$ cat src/rtl/mnist_infer_sched_pkg.sv
// Shared definitions for the MNIST inference scheduler: image geometry,
// error digit, scheduler state encoding and image base-address helper.
package mnist_pkg;

    localparam int          IMG_SIZE  = 784;
    localparam int          DIGIT_W   = 4;
    localparam logic [3:0]  ERR_DIGIT = 4'hF;

    typedef enum logic [2:0] {
        S_IDLE  = 3'd0,
        S_LOAD  = 3'd1,
        S_START = 3'd2,
        S_WAIT  = 3'd3,
        S_RESP  = 3'd4
    } sched_state_e;

    // Images are packed back to back in BRAM, so the base is a plain product.
    function automatic logic [31:0] img_base(input logic [31:0] idx,
                                             input int unsigned img_size);
        return idx * img_size;
    endfunction

endpackage

$ cat src/rtl/mnist_infer_sched_rr_arbiter.sv
// Combinational round-robin arbiter: one-hot grant to the first active
// request at or above the pointer, wrapping around.
module rr_arbiter #(
    parameter int  NUM_REQ = 2,
    localparam int PTR_W   = (NUM_REQ > 1) ? $clog2(NUM_REQ) : 1
) (
    input  logic [NUM_REQ-1:0] req,
    input  logic [PTR_W-1:0]   ptr,
    output logic [NUM_REQ-1:0] grant
);

    logic             found;
    logic [PTR_W-1:0] idx;

    always_comb begin
        grant = '0;
        found = 1'b0;
        idx   = '0;
        for (int i = 0; i < NUM_REQ; i++) begin
            idx = PTR_W'((int'(ptr) + i) % NUM_REQ);
            if (!found && req[idx]) begin
                grant[idx] = 1'b1;
                found      = 1'b1;
            end
        end
    end

endmodule

$ cat src/rtl/mnist_infer_sched.sv
// Schedules inference jobs onto the shared MNIST accelerator and streams the
// chosen image from BRAM one byte per cycle. Optional watchdog: MNIST_SCHED_TIMEOUT_EN.
module mnist_infer_sched #(
    parameter int  NUM_REQ  = 2,
    parameter int  NUM_IMGS = 3,
    parameter int  IMG_SIZE = mnist_pkg::IMG_SIZE,
    parameter int  IDX_W    = 2,
    parameter int  ADDR_W   = 12,
    parameter int  CNT_W    = 16,
    parameter int  TIMEOUT  = 4096,
    localparam int ID_W     = (NUM_REQ > 1) ? $clog2(NUM_REQ) : 1
) (
    input  logic                     clk,
    input  logic                     rst,
    input  logic [NUM_REQ-1:0]       req_valid,
    input  logic [NUM_REQ*IDX_W-1:0] req_img,
    output logic [NUM_REQ-1:0]       req_ready,
    output logic                     resp_valid,
    input  logic                     resp_ready,
    output logic [ID_W-1:0]          resp_id,
    output logic [3:0]               resp_digit,
    output logic [CNT_W-1:0]         resp_cycles,
    output logic                     resp_err,
    output logic                     mem_rd_en,
    output logic [ADDR_W-1:0]        mem_rd_addr,
    input  logic [7:0]               mem_rd_data,
    output logic                     pix_we,
    output logic [9:0]               pix_addr,
    output logic [7:0]               pix_data,
    output logic                     accel_start,
    input  logic                     accel_done,
    input  logic [3:0]               accel_digit,
    output logic                     busy
);
    import mnist_pkg::*;

    localparam int PIX_W = $clog2(IMG_SIZE + 1);

    sched_state_e       state_q, state_d;
    logic [ID_W-1:0]    ptr_q, ptr_d;
    logic [ID_W-1:0]    id_q, id_d;
    logic [ADDR_W-1:0]  base_q, base_d;
    logic [PIX_W-1:0]   pix_cnt_q, pix_cnt_d;
    logic [CNT_W-1:0]   lat_q, lat_d;
    logic [DIGIT_W-1:0] digit_q, digit_d;
    logic [CNT_W-1:0]   cycles_q, cycles_d;
    logic               err_q, err_d;

    logic [NUM_REQ-1:0] arb_grant;
    logic               accept;
    logic [ID_W-1:0]    acc_id;
    logic [IDX_W-1:0]   acc_idx;
    logic [CNT_W-1:0]   lat_inc;

`ifndef MNIST_SCHED_TIMEOUT_EN
    localparam int unused_timeout = TIMEOUT;
`endif

    rr_arbiter #(.NUM_REQ(NUM_REQ)) u_arb (
        .req   (req_valid),
        .ptr   (ptr_q),
        .grant (arb_grant)
    );

    assign req_ready = (state_q == S_IDLE) ? arb_grant : '0;
    assign accept    = |(req_valid & req_ready);
    assign lat_inc   = (&lat_q) ? lat_q : lat_q + 1'b1;

    always_comb begin
        acc_id  = '0;
        acc_idx = '0;
        for (int k = 0; k < NUM_REQ; k++) begin
            if (req_ready[k]) begin
                acc_id  = ID_W'(k);
                acc_idx = req_img[k*IDX_W +: IDX_W];
            end
        end
    end

    always_comb begin
        state_d   = state_q;
        ptr_d     = ptr_q;
        id_d      = id_q;
        base_d    = base_q;
        pix_cnt_d = pix_cnt_q;
        lat_d     = lat_q;
        digit_d   = digit_q;
        cycles_d  = cycles_q;
        err_d     = err_q;
        case (state_q)
            S_IDLE: begin
                if (accept) begin
                    id_d      = acc_id;
                    ptr_d     = ID_W'((int'(acc_id) + 1) % NUM_REQ);
                    base_d    = ADDR_W'(img_base(32'(acc_idx), IMG_SIZE));
                    pix_cnt_d = '0;
                    // An out-of-range index never touches BRAM or the accelerator.
                    if (int'(acc_idx) >= NUM_IMGS) begin
                        err_d    = 1'b1;
                        digit_d  = ERR_DIGIT;
                        cycles_d = '0;
                        state_d  = S_RESP;
                    end else begin
                        err_d   = 1'b0;
                        state_d = S_LOAD;
                    end
                end
            end
            S_LOAD: begin
                pix_cnt_d = pix_cnt_q + 1'b1;
                if (pix_cnt_q == PIX_W'(IMG_SIZE)) begin
                    state_d = S_START;
                end
            end
            S_START: begin
                lat_d   = '0;
                state_d = S_WAIT;
            end
            S_WAIT: begin
                lat_d = lat_inc;
                if (accel_done) begin
                    digit_d  = accel_digit;
                    cycles_d = lat_inc;
                    err_d    = 1'b0;
                    state_d  = S_RESP;
                end
`ifdef MNIST_SCHED_TIMEOUT_EN
                else if (lat_inc == CNT_W'(TIMEOUT)) begin
                    digit_d  = ERR_DIGIT;
                    cycles_d = CNT_W'(TIMEOUT);
                    err_d    = 1'b1;
                    state_d  = S_RESP;
                end
`endif
            end
            S_RESP: begin
                if (resp_ready) begin
                    state_d = S_IDLE;
                end
            end
            default: state_d = S_IDLE;
        endcase
    end

    always_ff @(posedge clk or negedge rst) begin
        if (!rst) begin
            state_q   <= S_IDLE;
            ptr_q     <= '0;
            id_q      <= '0;
            base_q    <= '0;
            pix_cnt_q <= '0;
            lat_q     <= '0;
            digit_q   <= '0;
            cycles_q  <= '0;
            err_q     <= 1'b0;
        end else begin
            state_q   <= state_d;
            ptr_q     <= ptr_d;
            id_q      <= id_d;
            base_q    <= base_d;
            pix_cnt_q <= pix_cnt_d;
            lat_q     <= lat_d;
            digit_q   <= digit_d;
            cycles_q  <= cycles_d;
            err_q     <= err_d;
        end
    end

    // BRAM has one cycle of read latency, so each write trails its read by one.
    assign mem_rd_en   = (state_q == S_LOAD) && (pix_cnt_q < PIX_W'(IMG_SIZE));
    assign mem_rd_addr = mem_rd_en ? base_q + ADDR_W'(pix_cnt_q) : '0;
    assign pix_we      = (state_q == S_LOAD) && (pix_cnt_q != '0);
    assign pix_addr    = pix_we ? 10'(pix_cnt_q - 1'b1) : '0;
    assign pix_data    = pix_we ? mem_rd_data : '0;
    assign accel_start = (state_q == S_START);
    assign resp_valid  = (state_q == S_RESP);
    assign resp_id     = id_q;
    assign resp_digit  = digit_q;
    assign resp_cycles = cycles_q;
    assign resp_err    = err_q;
    assign busy        = (state_q != S_IDLE);

endmodule
$ cat config.mk
export PLATFORM = sky130hd
export DESIGN_NAME = mnist_infer_sched
export DESIGN_NICKNAME = d
export VERILOG_FILES = /design/src/rtl/mnist_infer_sched_pkg.sv /design/src/rtl/mnist_infer_sched_rr_arbiter.sv /design/src/rtl/mnist_infer_sched.sv
export SDC_FILE = /design/constraint.sdc
export NUM_CORES = 1
export LEC_CHECK = 0
export CAP_MARGIN = 10
export CORE_ASPECT_RATIO = 0.7
export CORE_MARGIN = 2
export CORE_UTILIZATION = 45
export CTS_BUF_LIST = sky130_fd_sc_hd__clkbuf_8
export CTS_CLUSTER_DIAMETER = 100
export DETAILED_ROUTE_END_ITERATION = 10
export DONT_BUFFER_PORTS = 1
export PLACE_DENSITY = 0.61
export SLEW_MARGIN = 30
export SYNTH_ARGS = -nofsm -noshare
export SYNTH_HDL_FRONTEND = slang
export SYNTH_SLANG_ARGS = --single-unit
$ cat constraint.sdc
create_clock -name clk -period 3.3 [get_ports clk]
set_clock_uncertainty 0.2 [all_clocks]
set_input_delay 0.66 -clock clk [delete_from_list [all_inputs] [get_ports clk]]
set_output_delay 0.66 -clock clk [all_outputs]
set_load 0.005 [all_outputs]
# After elaboration in Yosys (flattened, before gate mapping)
# Cells that the tools add are included.
# classes
n_bitwise	2
n_lt_le_gt_ge	6
reduce_logical	19
addsub	6
eq_ne	10
mux	40
multipliers	1
# ops
operator	count
$mux W16	4
$pmux W16 S2	2
$mux W10	2
$pmux W10 S2	1
$add A16 B1 Y16 const B	1
$reduce_and A16 Y1	1
$mux W3	5
$pmux W3 S5	1
$add A12 B10 Y12	1
$mux W12	1
$mux W4	3
$mux W1	11
$add A10 B1 Y10 const B	1
$eq A10 B10 Y1 const B	1
$lt A10 B10 Y1 const B	1
$mux W2	5
$reduce_bool A10 Y1	1
$sub A10 B1 Y10 const B	1
$mul A2 B6 Y8 const B	1
$mux W8	1
$pmux W4 S2	1
$reduce_and A4 Y1	2
$eq A3 B2 Y1 const B	2
$ne A2 B2 Y1 const B	3
19 further kinds	31
# totals
ff_bits	60
inputBits	22

# Longest topological paths before layout
# depth
depth_word	14
depth_mapped	9
mapped_depth_nobuf	7

# By module
# Synthesis repeated with hierarchy kept, for this count alone.
# hier_totals
hier_cells	433
hier_area_um2	3687.3
# by_module_without_submodules
module	seq_area_each_um2	cells_each	n_inst	area_each_um2
mnist_infer_sched	1426.4	430	1	3668.5
rr_arbiter	0.0	3	1	18.8

# Worst setup path before layout
# No wires, ideal clock.
# synth_path
kind	register -> output
start	register pix_cnt_q[0]
end	output port pix_data[0]
arrival_ps	1874
n_path_buf	1
setup_slack_ps	566
stages_incl_launch_ff	9
path_cell_list	dfrtp_1 > inv_1 > ha_1 > or4b_4 > nor4_2 > nand2b_1 > buf_6 > inv_4 > and2_1
# synth_via
elab_chain_cells	3
# synth_rtl
item	line_no	source
from (decl)	mnist_infer_sched.sv:43	logic [PIX_W-1:0] pix_cnt_q, pix_cnt_d;
from (signal assigned)	mnist_infer_sched.sv:161	pix_cnt_q <= pix_cnt_d;
$reduce_bool A10 Y1	mnist_infer_sched.sv:172	assign pix_we = (state_q == S_LOAD) && (pix_cnt_q != '0);
$logic_and A1 B1 Y1	mnist_infer_sched.sv:172	
named net pix_we	mnist_infer_sched.sv:27	output logic pix_we,
$mux W8	mnist_infer_sched.sv:174	assign pix_data = pix_we ? mem_rd_data : '0;
to (decl)	mnist_infer_sched.sv:29	output logic [7:0] pix_data,
# The timed path passes the listed nets, and every way through them passes these cells.

# Worst setup path after layout
# layout_path
start	register pix_cnt_q[1]
end	output port pix_data[0]
# layout_via
elab_chain_cells	3
# layout_rtl
item	line_no
$reduce_bool A10 Y1	mnist_infer_sched.sv:172
$logic_and A1 B1 Y1	mnist_infer_sched.sv:172
$mux W8	mnist_infer_sched.sv:174
# No other way between the ends.

==> summary.txt <==
Timing
  – Tcrit/Tclk final: 0.966
  – Fin. Hold Viols: 0
  – Final setup TNS: 0 ns
  – Min Hold Slack: 0.196 ns
  – Max-slew headroom: 0.398
  – Max Clk Rate: 314 MHz
  – Worst Max-Slew Pin Slew: 0.900 ns
  – Final setup fails: 0
  – Post-layout worst setup margin: 0.113 ns
  – Pins Over Slew Limit: 0
  – Fin crit period: 3.19 ns

Final layout
  – Syn-to-layout area delta: 7.56%
  – Finished Core Util: 0.507
  – Fin nets: 454
  – # diodes: 0
  – Fill count: 764
  – Final Cell Area: 4060 µm²
  – Layout cells sized above 1: 0.129
  – Commonest non-fill, non-tap cell in the layout: dfrtp_1
  – Commonest non-fill, non-tap cells in the layout: dfrtp_1, nand2_1, nor2_1

Place
  – Area after DPL: 3820 µm²
  – Setup WS pre-CTS: 0.249 ns
  – GP Congestion: 0.925
  – IO buf count: 0
  – DPL Wire Length: 6800 µm

Routing
  – Wirelength per Cell: 18.2 µm
  – Post-route DRC: 0
  – Drt total wl: 9580 µm
  – Vias per inst: 6.01
  – Final ANT Viol Nets: 0
  – DR iter-0 viols: 150
  – Via count: 3,167
  – 1st-pass router iterations: 5

Global route
  – Gr ovfl total: 0
  – Gr usage total: 0.221
  – Largest net degree at the start of global routing: 58
  – Grt met2 use: 0.305
  – Initial antenna violation count: 0
  – Grt met3 use: 0.0762
  – First-pass GRT wire length: 15,700 µm
  – Busiest grt layer: met1
  – Met1 Use GR: 0.321
  – Vias in the first global route: 3,068

Synth
  – Register area share after synthesis: 0.378
  – Syn_nets: 456
  – Count of unique library cells instantiated by Yosys: 69
  – Post-synthesis simple-gate area fraction: 0.281
  – Synth Instances: 424
  – Compound-Gate Fraction of Synth Area: 0.176
  – Main combinational cell family by area after synthesis: simple AND/OR/NAND/NOR gates
  – Synth Area in Adders: 0.0351
  – Warnings from Yosys: 0
  – Synth Cell Area: 3770 µm²
  – FFs w/ async S/R, synth: 1.00
  – Number of flops mapped to enable cells by yosys: 0
  – Post-Synth XOR/XNOR Area: 0.0464
  – Avg Cell Area, Syn: 8.90 µm²
  – Synth Flop Type: dfrtp_1
  – Mux cell area share after synthesis: 0.0116
  – Post-synthesis sequential element count: 57

Floorplan
  – Total die area: 9150 µm²
  – Initial Util: 0.471
  – # IOs: 81
  – Core ar.: 8010 µm²
  – Die Y: 80.6 µm
  – Row cnt: 27
  – Die Wd: 113 µm

Critical path
  – Setup CP Type: register to primary output
  – Type of destination of the critical path: primary output
  – Crit-path leading delay family: simple AND/OR/NAND/NOR gates
  – Critical path's slowest cell: or4b_4
  – Buf+Inv Stages, Crit Path: 2
  – Worst stage delay on the critical path: 0.51 ns
  – Worst path cell trace: inv_1 -> ha_2 -> or4b_4 -> nor4_4 -> nand2b_4 -> inv_4 -> and2_1
  – Crit Path Max Fanout: 9
  – Startpoint types: register
  – CP arrival: 2.33 ns
  – Worst EP required: 2.44 ns

Clock tree
  – Root Buffer: clkbuf_8
  – Clock transition at path regs: 0.07 ns
  – Clock H-tree levels: 3
  – Clock Latency Late Sink: 0.35 ns
  – TritonCTS Buffers: 9
  – Max Root-Sink Buffers: 2
  – Clock sink count: 57
  – CTS tree: done

Power
  – PD cells: 717 nW/µm²
  – Worst VDD drop: 450 µV
  – Static Leak: 1.77 nW

Status
  – Status: complete, no violations

Run
  – Max_cap viols: 0

Min path
  – Hold/Removal Path Class: input pin to register
==> cell type report <==
| type | instances | area [µm²] | area share |
|---|---|---|---|
| timing repair buffer | 21 | 180 | 0.0444 |
| clock buffer | 10 | 138 | 0.0339 |
| sequential | 57 | 1430 | 0.351 |
| clock inverter | 5 | 23.8 | 0.00586 |
| inverter | 13 | 51.3 | 0.0126 |
| tap | 101 | 126 | 0.0311 |
| multi-input combinational | 320 | 2110 | 0.521 |
==> worst reg2reg max path, delay by kind of cell, from the launching register on <==
kind               cells  cell delay [ns]
and+or+nand+nor        3             1.41
AOI/OAI and AO/OA      1             0.22
DFF                    1             0.50
==> cells in the mapped netlist, types with 4 or more instances <==
cell type	number	area [µm²]
inv_1	12	45.0
o211ai_1	13	97.6
or4_1	11	82.6
xor2_1	7	61.3
and3_1	7	43.8
o22a_1	4	35.0
and4_1	6	52.6
buf_2	7	35.0
xnor2_1	13	114
buf_6	8	90.1
o31ai_1	8	60.1
a22o_1	4	35.0
a21oi_1	19	95.1
clkbuf_1	11	41.3
nand3_1	20	100
a31oi_1	4	25.0
nand4_1	7	43.8
nand2b_1	6	37.5
and2_1	11	68.8
dfrtp_1	57	1430
nand2_1	50	188
or3_1	5	31.3
nor2_1	37	139
nor3_1	10	50.1
ha_1	9	113
o21ai_0	13	65.1
buf_4	6	45.0
==> stage by stage <==
stage,std cells,power (mW)
after floorplan,424,2.02
final,527,2.91
after detailed placement,509,2.29
after global routing,527,3.14
after CTS,526,2.91
after global placement,509,2.26
==> repair_timing <==
action,4_1_cts,5_1_grt
setup buffers,0,1
setup endpoints to repair,17,12
hold buffers,2,0
resized for setup,2,3
hold endpoints to repair,57,0
==> sequential cells by signal (all words and copies together) (netlist names) <==
name         count
base_q           5
resp_id          1
resp_cycles     16
ptr_q            1
state_q          3
resp_digit       4
pix_cnt_q       10
lat_q           16
resp_err         1
==> logic make-up after synthesis <==
family | count (synthesis)
and+or+nand+nor | 192
adders and majority gates | 10
xor gates and xnor gates | 20
DFF | 57
buffers and inverters | 47
muxes | 4
AOI/OAI and AO/OA | 94
==> report_power, final <==
group	internal, mW	switching [mW]	leakage (nW)
registers	0.857	0.199	0.752
logic	0.515	0.776	0.923
clock network	0.280	0.285	0.0929
==> metal layers <==
metal	vias up	routed length, µm
li1	1539	-
met5	-	0
met2	121	3850
met3	10	873
met1	1497	4740
met4	0	113
==> worst paths after layout <==
| kind | start | to | slack (ns) | cells past startpoint |
|---|---|---|---|---|
| setup / recovery | pix_cnt_q[1] | pix_data[0] | 0.11 | 7 |
| hold / removal | resp_ready | state_q[2] | 0.20 | 1 |
| setup reg to reg | lat_q[8] | lat_q[2] | 0.86 | 4 |
| hold reg to reg | ptr_q | ptr_q | 0.29 | 1 |
| max in group asynchronous | rst | lat_q[14] | 2.00 | 2 |
| min in group asynchronous | rst | pix_cnt_q[1] | 0.62 | 2 |
(Power assumes the default switching activity.)
